===== src/rtl/wb_stage.sv =====
// wb_stage: MEM/WB register with load extend, writeback mux (WriteData/WriteRegister/RegWrite) and retire counter
module wb_stage #(
  parameter int DATA_W = 32,
  parameter int REG_W = 5,
  parameter int LINK_REG = 31
) (
  input  logic              clk,
  input  logic              rst_n,
  input  logic              stall,
  input  logic              flush,
  input  logic              mem_valid,
  input  logic              mem_reg_write,
  input  logic              mem_mem_to_reg,
  input  logic              mem_link,
  input  logic [1:0]        mem_ld_size,
  input  logic              mem_ld_unsigned,
  input  logic [DATA_W-1:0] mem_alu_result,
  input  logic [DATA_W-1:0] mem_read_data,
  input  logic [DATA_W-1:0] mem_pc_plus4,
  input  logic [REG_W-1:0]  mem_write_reg,
  output logic [DATA_W-1:0] WriteData,
  output logic [REG_W-1:0]  WriteRegister,
  output logic              RegWrite,
  output logic              wb_valid,
  output logic [31:0]       retired_count
);
  logic v, rw, m2r, lk, uns;
  logic [1:0] sz;
  logic [DATA_W-1:0] alu, rd, pc4, ld;
  logic [REG_W-1:0] wr;
  logic [7:0] b;
  logic [15:0] h;
  always_ff @(posedge clk) begin
    if (!rst_n || flush) begin
      v   <= 1'b0;
      rw  <= 1'b0;
      m2r <= 1'b0;
      lk  <= 1'b0;
      uns <= 1'b0;
      sz  <= '0;
      alu <= '0;
      rd  <= '0;
      pc4 <= '0;
      wr  <= '0;
    end else if (!stall) begin
      v   <= mem_valid;
      rw  <= mem_reg_write;
      m2r <= mem_mem_to_reg;
      lk  <= mem_link;
      uns <= mem_ld_unsigned;
      sz  <= mem_ld_size;
      alu <= mem_alu_result;
      rd  <= mem_read_data;
      pc4 <= mem_pc_plus4;
      wr  <= mem_write_reg;
    end
  end
  always_ff @(posedge clk) begin
    if (!rst_n)
      retired_count <= '0;
    else if (v && !stall)
      retired_count <= retired_count + 32'd1;
  end
  always_comb begin
    b = rd[{alu[1:0], 3'b000} +: 8];
    h = alu[1] ? rd[31:16] : rd[15:0];
    ld = sz == 2'b00 ? {{(DATA_W-8){b[7] & ~uns}}, b} :
         sz == 2'b01 ? {{(DATA_W-16){h[15] & ~uns}}, h} : rd;
    WriteRegister = lk ? REG_W'(LINK_REG) : wr;
    WriteData = lk ? pc4 : m2r ? ld : alu;
    RegWrite = v & rw & ~stall & (WriteRegister != '0);
    wb_valid = v;
  end
endmodule


===== config.mk =====
export PLATFORM = sky130hd
export DESIGN_NAME = wb_stage
export DESIGN_NICKNAME = d
export VERILOG_FILES = /design/src/rtl/wb_stage.sv
export SDC_FILE = /design/constraint.sdc
export NUM_CORES = 1
export LEC_CHECK = 0
export CORE_ASPECT_RATIO = 0.9
export CORE_MARGIN = 2
export CORE_UTILIZATION = 49
export DETAILED_ROUTE_END_ITERATION = 12
export PLACE_DENSITY = 0.81
export SETUP_SLACK_MARGIN = 0.5
export SYNTH_ARGS = -nofsm -noshare
export SYNTH_HDL_FRONTEND = slang
export SYNTH_SLANG_ARGS = --single-unit

===== constraint.sdc =====
create_clock -name clk -period 2.4 [get_ports clk]
set_clock_uncertainty 0.2 [all_clocks]
set_input_delay 0.48 -clock clk [delete_from_list [all_inputs] [get_ports clk]]
set_output_delay 0.48 -clock clk [all_outputs]
set_load 0.01 [all_outputs]

==> reports/qor.yml <==
dr.first_iter.drc_count: 683
core_mm2: 0.0134
drc: 0
cp.arrival_ps: 2260
ys_seq_elements: 140
final_hold_viol_count: 0
drive_gt1_share_pct: 28.9
fin_util_pct: 80.4
reg2reg_slack_ps: 460
num_io_pins: 183
dpl.hpwl_mm: 14.1
avgRoutedWirePerCell_um: 21.6
antenna_found_initial: 0
setup_viol: 32
max-vdd-ir-drop_uv: 592
htreeDepth: 4
cts_buffer_depth: 2
clock_sinks: 140
firstDrtPassIters: 5
die-area_mm2: 0.0147
netlist_instances: 759
start_util_pct: 50.3
maxSlewViolCount: 0
clk-insertion-delay-late_ps: 430
hold_depth: 2
p_per_area_mw_per_mm2: 572
postRouteAntennaNets: 0
synth.top_cell.area_share_pct: 41.5
finalCriticalPeriod_ps: 2940
clk_pin_slew_ps: 60
grt_max_degree: 96
worst-path-max-fanout: 5
synth-seq-area-share_pct: 41.5
r2r-start: "retired_count[19]"
finalNonFillerCells: 1196
slew-limit-headroom_pct: 54.0
synth_most_common_cell: "nor2_1"
syn-num-nets: 872
grt_pass1_wl_mm: 35.5
syn_to_final_growth_pct: 59.7
grt_overflow: 0
synth_area_leader_cell: "dfxtp_1"
drt_wl_total_mm: 25.8
multi_input_area_mm2: 0.00434
grt_pass1_vias: 6636
crit_required_ps: 1720
yosysWarnings: 0
ys_top_cells_by_count: "nor2_1 (148), dfxtp_1 (140), mux2i_1 (116)"
hold_path_end: "retired_count[31]"
start_kind: "flop"
final_cell_area_mm2: 0.0108
rsz0062_at_grt: "true"
ys_async_sr_fraction_pct: 0
hp-class: "reg -> reg"
dr_total_vias: 7183
min-delay-start: "retired_count[31]"
cap_viol_max_count: 0
num_rows: 40
tns_ps: -12460
dpl_cell_area_mm2: 0.00919
via_per_inst: 6.01
chipWidth_um: 128
synthesis.area_mm2: 0.00675
synth_edf_count: 0
nets: 1127
leakagePower_uw: 0.00462
worst_pin_slew_ps: 690
portBuffers: 182
path_class: "reg -> out"
die_y_um: 115
cts_buffers: 17
violations: "negative setup slack"
netlist_top_cells_area: "dfxtp_1 (42%), mux2i_1 (17%), nor2_1 (8.2%)"
max_freq_ghz: 0.340
gp_congestion: 0.904
clock-root-buffer: "clkbuf_16"
final-seq-area_mm2: 0.00285
finalCritPeriodShare_pct: 123
yosys_most_used_dff: "dfxtp_1"
gr-usage-all-layers_pct: 31.2
cts_tree: "done"
finalWorstSetupSlack_ps: -540
yosys.cell_types.count: 50
end_kind: "output port"
avgSynthCellArea_um2: 8.90
outcome: "complete, but fails checks"
placedCellCount: 1105
reg2regPathDepth: 5
rr_endpoint: "retired_count[30]"
n_fill_cell: 794
==> power by group <==
| group | internal (uW) | total, uW | switching (uW) | leakage (uW) |
|---|---|---|---|---|
| registers | 2380 | 2440 | 60.8 | 0.00115 |
| logic | 489 | 892 | 403 | 0.00317 |
| clock network | 1790 | 2840 | 1050 | 0.000299 |
| total | 4660 | 6170 | 1510 | 0.00462 |
==> cell type report <==
type	count	area share, %
antenna	1	0.0232
clock buffer	21	4.27
clock inverter	11	1.54
inverter	10	0.394
multi-input combinational	552	40.2
sequential	140	26.4
tap	168	1.95
timing repair buffer	293	25.2
==> timing repair <==
| item | in CTS | in global routing |
|---|---|---|
| setup endpoints to repair | 92 | 58 |
| buffers inserted | 34 | 21 |
| hold buffers | 0 | 0 |
| gates cloned | 2 | 1 |
| pin swaps | 49 | 36 |
| resized for setup | 287 | 51 |
==> per-stage QoR <==
stage / worst slack [ps] / hold WS [ps] / total power (uW)
floorplan: 172 / 255 / 2840
global placement: -374 / 271 / 3220
detailed placement: -388 / 281 / 3230
CTS: -452 / 287 / 6070
global route: -596 / 302 / 6330
finish: -540 / 275 / 6170
==> routing by layer <==
layer | part of all wire, % | GRT usage, % | up-vias | wire length, um
li1 | - | - | 3238 | -
met5 | 0 | 0 | - | 0
met2 | 47 | 50.1 | 411 | 12200
met4 | 4.9 | 14.8 | 0 | 1260
met3 | 8.7 | 8.93 | 102 | 2240
met1 | 39 | 39.0 | 3432 | 10100
==> worst max-delay path, stage by stage (launching register included) <==
cell,delay (ps)
dfxtp_4,370
clkinv_4,60
mux4_2,580
buf_6,170
buf_12,140
a221oi_4,250
o31ai_2,100
buf_2,160
==> worst max path at each step <==
stage | cells after the start | endpoint | slack (ps) | startpoint
after CTS | 7 | WriteData[26] | -450 | alu[1]
after detailed placement | 6 | WriteData[13] | -390 | alu[1]
final | 7 | WriteData[26] | -540 | alu[1]
after floorplan | 6 | WriteData[21] | 170 | alu[1]
after global routing | 7 | WriteData[26] | -600 | alu[1]
after global placement | 6 | WriteData[15] | -370 | alu[1]
==> registers in the layout, indices dropped and copies added, names as in the netlist <==
signal	cells
uns	1
sz	2
rw	1
wb_valid	1
wr	5
m2r	1
lk	1
pc4	32
alu	32
rd	32
retired_count	32
==> cells in the final DEF, fill, tap and decap left out, drive strengths merged, types with 7 or more instances in the layout <==
cell type,Yosys,final
and3b,10,10
dfxtp,140,140
clkbuf,39,21
nand3,9,9
o31ai,25,25
mux2i,116,116
a2bb2oi,11,11
buf,20,150
xor2,7,7
o21ai,28,28
o21bai,10,10
a221oi,17,17
inv,9,8
or4,8,8
a21oi,25,25
or3,9,9
dlygate4sd2,0,33
nand4,10,11
nor2,148,148
nand2,48,48
clkdlybuf4s50,0,110
nor2b,12,12
a31o,8,8
==> logic make-up (layout without fill, tap and decap cells) <==
kind of cell,count (synthesis),count (layout),share of synthesized area (%)
buf+inv,69,335,4.41
simple gates,277,278,19.4
mux,120,121,18.2
fa+ha+maj,1,1,0.185
xor+xnor,10,10,1.30
compound gates,142,142,15.0
flops,140,140,41.5
other cells,0,1,0
Note: power is estimated with default switching activity, not from simulation.
